## src/rtl/gpi_pad_ctrl.sv

```systemverilog
// gpi_pad_ctrl: per-pad input-enable sequencing, DI synchronisation,
// debounce and sticky edge interrupts for a bank of pulldown input pads.
module gpi_pad_ctrl #(
  parameter int unsigned NPADS       = 8,
  parameter int unsigned SYNC_STAGES = 2,
  parameter int unsigned DEB_W       = 8,
  parameter int unsigned SETTLE_CYC  = 4
) (
  input  logic                 clk_i,
  input  logic                 rst_ni,
  input  logic [NPADS-1:0]     en_i,
  input  logic [1:0]           ste_cfg_i,
  input  logic [DEB_W-1:0]     deb_len_i,
  input  logic [NPADS-1:0]     rise_en_i,
  input  logic [NPADS-1:0]     fall_en_i,
  input  logic [NPADS-1:0]     irq_clr_i,
  input  logic [2*NPADS-1:0]   pad_di_i,
  output logic [NPADS-1:0]     pad_ie_o,
  output logic [2*NPADS-1:0]   pad_ste_o,
  output logic [NPADS-1:0]     level_o,
  output logic [NPADS-1:0]     active_o,
  output logic [NPADS-1:0]     irq_pend_o,
  output logic                 irq_o
);

  localparam int unsigned SW = (SETTLE_CYC > 1) ? $clog2(SETTLE_CYC) : 1;
  localparam logic [SW-1:0] SETTLE_LOAD = SW'(SETTLE_CYC - 1);

  typedef enum logic [1:0] {
    S_OFF    = 2'd0,
    S_SETTLE = 2'd1,
    S_ACTIVE = 2'd2
  } state_e;

  state_e                 state_q  [NPADS];
  state_e                 state_d  [NPADS];
  logic [SW-1:0]          settle_q [NPADS];
  logic [SW-1:0]          settle_d [NPADS];
  logic [DEB_W-1:0]       cnt_q    [NPADS];
  logic [DEB_W-1:0]       cnt_d    [NPADS];
  logic [SYNC_STAGES-1:0] sync_q   [NPADS];
  logic [SYNC_STAGES-1:0] sync_d   [NPADS];
  logic [NPADS-1:0]       level_q, level_d;
  logic [NPADS-1:0]       ie_q, ie_d;
  logic [NPADS-1:0]       act_q, act_d;
  logic [NPADS-1:0]       pend_q, pend_d;
  logic [2*NPADS-1:0]     ste_q, ste_d;
  logic [NPADS-1:0]       di_odd_unused;

  // Register all per-pad state; asynchronous active-low reset.
  always_ff @(posedge clk_i or negedge rst_ni) begin
    if (!rst_ni) begin
      for (int unsigned k = 0; k < NPADS; k++) begin
        state_q[k]  <= S_OFF;
        settle_q[k] <= '0;
        cnt_q[k]    <= '0;
        sync_q[k]   <= '0;
      end
      level_q <= '0;
      ie_q    <= '0;
      act_q   <= '0;
      pend_q  <= '0;
      ste_q   <= '0;
    end else begin
      for (int unsigned k = 0; k < NPADS; k++) begin
        state_q[k]  <= state_d[k];
        settle_q[k] <= settle_d[k];
        cnt_q[k]    <= cnt_d[k];
        sync_q[k]   <= sync_d[k];
      end
      level_q <= level_d;
      ie_q    <= ie_d;
      act_q   <= act_d;
      pend_q  <= pend_d;
      ste_q   <= ste_d;
    end
  end

  // Per-pad FSM, synchroniser shift, debounce and interrupt next-state.
  always_comb begin
    level_d       = level_q;
    ste_d         = ste_q;
    ie_d          = '0;
    act_d         = '0;
    pend_d        = '0;
    di_odd_unused = '0;
    for (int unsigned k = 0; k < NPADS; k++) begin
      logic sync_v;
      logic set_v;
      state_d[k]  = state_q[k];
      settle_d[k] = settle_q[k];
      cnt_d[k]    = cnt_q[k];
      sync_d[k]   = {sync_q[k][SYNC_STAGES-2:0], pad_di_i[2*k]};
      di_odd_unused[k] = pad_di_i[2*k+1];
      sync_v      = sync_q[k][SYNC_STAGES-1];
      set_v       = 1'b0;

      if (!en_i[k]) begin
        // Disable from any state: drop level/count silently, keep pending.
        state_d[k] = S_OFF;
        level_d[k] = 1'b0;
        cnt_d[k]   = '0;
      end else begin
        case (state_q[k])
          S_OFF: begin
            state_d[k]       = S_SETTLE;
            settle_d[k]      = SETTLE_LOAD;
            ste_d[2*k +: 2]  = ste_cfg_i;
            level_d[k]       = 1'b0;
            cnt_d[k]         = '0;
          end
          S_SETTLE: begin
            if (settle_q[k] == '0) begin
              state_d[k] = S_ACTIVE;
              level_d[k] = sync_v;
            end else begin
              settle_d[k] = settle_q[k] - SW'(1);
            end
          end
          S_ACTIVE: begin
            if (sync_v == level_q[k]) begin
              cnt_d[k] = '0;
            end else if (cnt_q[k] >= deb_len_i) begin
              level_d[k] = sync_v;
              cnt_d[k]   = '0;
              set_v      = sync_v ? rise_en_i[k] : fall_en_i[k];
            end else begin
              cnt_d[k] = cnt_q[k] + DEB_W'(1);
            end
          end
          default: state_d[k] = S_OFF;
        endcase
      end

      ie_d[k]   = (state_d[k] != S_OFF);
      act_d[k]  = (state_d[k] == S_ACTIVE);
      pend_d[k] = (pend_q[k] & ~irq_clr_i[k]) | set_v;
    end
  end

  assign pad_ie_o   = ie_q;
  assign pad_ste_o  = ste_q;
  assign level_o    = level_q;
  assign active_o   = act_q;
  assign irq_pend_o = pend_q;
  assign irq_o      = |pend_q;

endmodule

```

## config.mk

```make
export PLATFORM = sky130hd
export DESIGN_NAME = gpi_pad_ctrl
export DESIGN_NICKNAME = d
export VERILOG_FILES = /design/src/rtl/gpi_pad_ctrl.sv
export SDC_FILE = /design/constraint.sdc
export NUM_CORES = 1
export LEC_CHECK = 0
export BUFFER_PORTS_ARGS = -buffer_cell sky130_fd_sc_hd__clkbuf_2
export CAP_MARGIN = 20
export CORE_ASPECT_RATIO = 1.75
export CORE_MARGIN = 1.5
export CORE_UTILIZATION = 47
export DETAILED_ROUTE_END_ITERATION = 8
export GPL_ROUTABILITY_DRIVEN = 0
export PLACE_DENSITY = 0.76
export RECOVER_POWER = 50
export SLEW_MARGIN = 20
export SYNTH_ARGS = -nofsm -noshare
export SYNTH_HDL_FRONTEND = slang
export SYNTH_SLANG_ARGS = --single-unit
export TNS_END_PERCENT = 10
```

## constraint.sdc

```tcl
create_clock -name clk_i -period 1.8 [get_ports clk_i]
set_input_delay 0.18 -clock clk_i [delete_from_list [all_inputs] [get_ports clk_i]]
set_output_delay 0.18 -clock clk_i [all_outputs]
set_load 0.05 [all_outputs]
```

Yosys cells after proc, flatten, opt, wreduce, memory -nomap -nowiden
Cells that the tools add are included.

operators by class
  add/subtract/negate cells = 16
  $lt $le $gt $ge = 8
  equality and inequality tests = 80
  multiplexer cells = 152
  bitwise logic cells = 24
  reductions and logical operators = 57

operators by type and width
  cell                                               number
  2-to-1 mux 8 bit                                   24
  one-hot mux 8 bit (2 select lines)                 8
  2-to-1 mux 1 bit                                   72
  != test 3 bit (second input constant)              24
  adder 8 x 1 -> 8 bit (second input constant)       8
  >= comparator 8 bit                                8
  2-to-1 mux 2 bit                                   24
  one-hot mux 2 bit (3 select lines)                 8
  == test 2 bit (second input constant)              16
  logical NOT 2 bit                                  16
  != test 4 x 1 -> 1 bit (second input constant)     8
  one-hot mux 2 bit (2 select lines)                 8
  AND reduction 4 bit                                8
  nonzero test 2 bit                                 16
  != test 3 x 1 -> 1 bit (second input constant)     8
  one-hot mux 1 bit (3 select lines)                 8
  AND reduction 3 bit                                8
  == test 2 x 1 -> 1 bit (second input constant)     8
  != test 2 bit (second input constant)              8
  AND reduction 2 bit                                8
  subtractor 2 x 1 -> 2 bit (second input constant)  8
  bitwise AND 1 bit                                  8
  == test 1 bit                                      8
  inverter 1 bit                                     8
  other kinds (2)                                    9

storage, ports and cells
  register bits = 160
  input port bits = 60
  output and inout bits = 49

Longest topological paths before layout
  depth in word-level cells = 6
  gate-level depth with buffers = 8
  mapped depth without buffers = 7

Worst setup path before layout
OpenSTA, ideal clock, no wires.

  path kind = register -> register
  start point = reg cnt_q[58] (netlist bit)
  end point = reg cnt_q[62] (netlist bit)
  setup time = 0.080 ns
  data arrival time = 1.852 ns
  required time = 1.720 ns
  setup slack = -0.133 ns
  cell stages (with the launch flop) = 7
  buffers on the path = 0
  cells stage by stage = dfrtp_1 ha_1 a211o_1 a31oi_1 o31ai_2 or4_4 o211ai_2

on the way
  cells in the longest elaborated chain, start to end = 5
  elaborated cells between the ends (all ways) = 6
  classes of those cells = 1 x add/sub; 1 x order compare; 4 x mux

RTL lines
  item                                                                RTL line  source
  from (decl)                                                         39        logic [DEB_W-1:0] cnt_q [NPADS];
  from (signal, indexed assignment)                                   68        cnt_q[k] <= cnt_d[k];
  adder 8 x 1 -> 8 bit / >= comparator 8 bit (equally long branches)  128, 123
  2-to-1 mux 8 bit *                                                  123       end else if (cnt_q[k] >= deb_len_i) begin
  2-to-1 mux 8 bit *                                                  121       if (sync_v == level_q[k]) begin
  one-hot mux 8 bit (2 select lines) *                                104       case (state_q[k])
  2-to-1 mux 8 bit *                                                  98        if (!en_i[k]) begin

Mark *: on every way between the ends. The rest lies on a longest branch, timed or not.
A chain may end at the register's enable or synchronous reset.

Final worst setup path
  start point = reg cnt_q[61] (netlist bit)
  end point = reg cnt_q[62] (netlist bit)

Same word-level chain as after synthesis.

==> qor.yml <==
logic_synthesis:
  syn-mean-instance-area_um2: 9.51
  synth_top_area_frac: 0.417
  synth_cell_type_count: 61
  synth.net_count: 1182
  synthCells: 1010
  synth_area_leader_cell: "dfrtp_1"
  synth_area_leaders: "dfrtp_1 (42%), ha_1 (15%), nand3_1 (4.1%)"
  synth_most_common_cell: "dfrtp_1"
  yosysWarnings: 0
  synthesis.area_um2: 9600
  yosysSeqAreaShare: 0.417
  synth_enable_flop_cells: 0
  ys.flop_type: "dfrtp_1"
  postSynth.asyncResetShare: 1.00
  ys_ff_latch: 160
  ys_top_cells_by_count: "dfrtp_1 (160), ha_1 (112), nand2_1 (90)"
power:
  p_total_mw: 9.84
  p_per_area_nw_per_um2: 813
  ir_drop_mv: 0.675
  p_leak_nw: 5.88
sta:
  slew_headroom: 0.0759
  final-setup-viol-count: 8
  period_needed_ns: 1.85
  finClkSkew_ns: 0.00835
  max_freq_ghz: 0.542
  hold_viol_final: 0
  worst_slew_pin_slew_ns: 1.39
  slew_violations: 0
  fin_tns_setup_ns: -0.185
  rsz0062_at_grt: "true"
  worst_slack_ns: -0.0462
  finalCritPeriodShare: 1.03
placed_design:
  placed_area_um2: 10900
  dp_hpwl_um: 16500
  portBuffers: 100
  dp_slack_ns: -0.291
flow_run:
  maxCapViolCount: 0
outcome:
  violations: "negative setup slack"
  status: "finished, violations left"
die:
  dieArea_um2: 21300
  die_height_um: 192
  ios: 109
  row_count: 69
  core_um2: 20200
  start_util: 0.475
  fp.dieW_um: 111
layout:
  insertedDiodeCount: 0
  multi_input_area_um2: 5550
  final_cell_area_um2: 12100
  nets: 1376
  ff_latch_area_um2: 4010
  drive_above_1_share: 0.249
  syn_to_final_growth_pct: 26.1
  nFillCells: 1728
  utilization: 0.599
cts:
  htreeDepth: 4
  tritoncts_num_sinks: 160
  clock_path_buffers: 2
  cts.clk_slew.worst_paths_ns: 0.06
  cts_buffers: 17
  cts_tree: "built"
  root_buffer: "clkbuf_16"
  insertion_delay_ns: 0.43
grt:
  antenna_found_initial: 0
  grt_pass1_vias: 8215
  grt_use_total: 0.221
  grt_max_degree: 53
  grt_pass1_wl_um: 38600
  grt_overflow: 0
setup_path:
  crit_arrival_ns: 2.19
  crit_path_start_kind: "flop"
  cp-end-kind: "flop"
  cp_data_required_time_ns: 2.15
  critical_path_peak_fanout: 3
  crit_type: "flop to flop"
detailed_routing:
  firstDrtPassIters: 5
  vias: 8378
  post_drt_wl_per_cell_um: 16.0
  drc: 0
  drt_iter0_drc: 399
  wl_um: 23500
  via_per_inst: 5.72
  ant_nets: 0
worst_hold_path:
  hold_path_class: "input port to flop"
==> state kept, by name, summed over array words and instances (netlist names) <==
register,cells
sync_q,8
pad_ste_o,16
active_o,8
settle_q,16
pad_ie_o,8
level_o,8
cnt_q,64
state_q,16
sync_d,8
irq_pend_o,8
==> through the flow <==
step                      hold slack, ns  std cells
after floorplan                   -0.116       1010
after global placement             0.177       1397
after detailed placement           0.181       1397
after CTS                         0.0583       1451
after global routing              0.0816       1465
final                             0.0661       1465
==> power breakdown <==
group | switching (mW) | leakage, nW | total, mW | internal [mW]
logic | 1.36 | 3.53 | 2.10 | 0.746
registers | 0.229 | 2.07 | 4.12 | 3.89
clock network | 1.47 | 0.283 | 3.62 | 2.15
total | 3.05 | 5.88 | 9.84 | 6.79
==> worst max-delay path, cell delays in order (launching register included) <==
cell and delay (ns):
dfrtp_1 0.41, ha_4 0.23, a211o_1 0.28, a21oi_2 0.21
o31ai_4 0.12, or4_4 0.43, o211ai_2 0.08
==> path summary, 6_finish.rpt <==
kind / slack [ns] / end / from / depth (start not counted)
worst max register to register: -0.05 / cnt_q[62] / cnt_q[61] / 6
worst min-delay path: 0.07 / irq_pend_o[5] / en_i[5] / 3
worst min register to register: 0.35 / sync_q[3] / sync_d[3] / 0
min in group asynchronous: 0.60 / pad_ie_o[1] / rst_ni / 2
worst max-delay path: -0.05 / cnt_q[62] / cnt_q[61] / 6
max in group asynchronous: 0.21 / state_q[5] / rst_ni / 3
==> area by class of cell <==
class                           instances  area share
Clock buffer                           23      0.0395
Clock inverter                          9     0.00889
Inverter                               75      0.0236
Multi-Input combinational cell        748       0.459
Sequential cell                       160       0.331
Tap cell                              248      0.0256
Timing Repair Buffer                  202       0.113
==> layout by cell type (no fill, tap or decap), types with 12 or more instances in the layout <==
master	count
o21ai_1	22
clkbuf_16	17
nor2_1	63
nand3b_1	26
ha_1	97
o21ai_0	35
and3_1	20
nand2b_1	22
a31oi_1	44
ha_4	12
mux2_2	18
a211oi_2	19
dlygate4sd3_1	17
dfrtp_1	157
nand3_1	78
nand2_1	89
clkbuf_2	98
a21oi_1	30
buf_4	70
inv_1	72
xor2_1	19
==> per-layer routing <==
| metal | GRT usage | wire length, um | vias to the layer above | share of wire |
|---|---|---|---|---|
| met5 | 0 | 0 | - | 0 |
| met4 | 0.101 | 859 | 0 | 0.037 |
| met3 | 0.0366 | 914 | 60 | 0.039 |
| met2 | 0.398 | 12300 | 239 | 0.52 |
| met1 | 0.258 | 9410 | 4062 | 0.40 |
| li1 | - | - | 4017 | - |
==> logic make-up (layout without fill, tap and decap cells) <==
family                   count (synthesis)  after routing  share of synthesized area
buffers and inverters                  102            309                     0.0407
adder cells (fa/ha/maj)                112            112                      0.146
AND/OR/NAND/NOR                        366            366                      0.194
flip-flops                             160            160                      0.417
XOR/XNOR                                22             22                     0.0201
multiplexers                            29             29                     0.0326
AO/OA/AOI/OAI                          219            219                      0.150
==> repair_timing <==
| item | CTS | global route |
|---|---|---|
| resized for setup | 22 | 64 |
| pin swaps | 6 | 30 |
| hold buffers | 17 | 0 |
| setup endpoints to repair | 31 | 73 |
| setup buffers | 4 | 11 |
| gates cloned | 1 | 3 |
| endpoints found under the hold margin | 62 | 0 |
(Power assumes the default switching activity.)
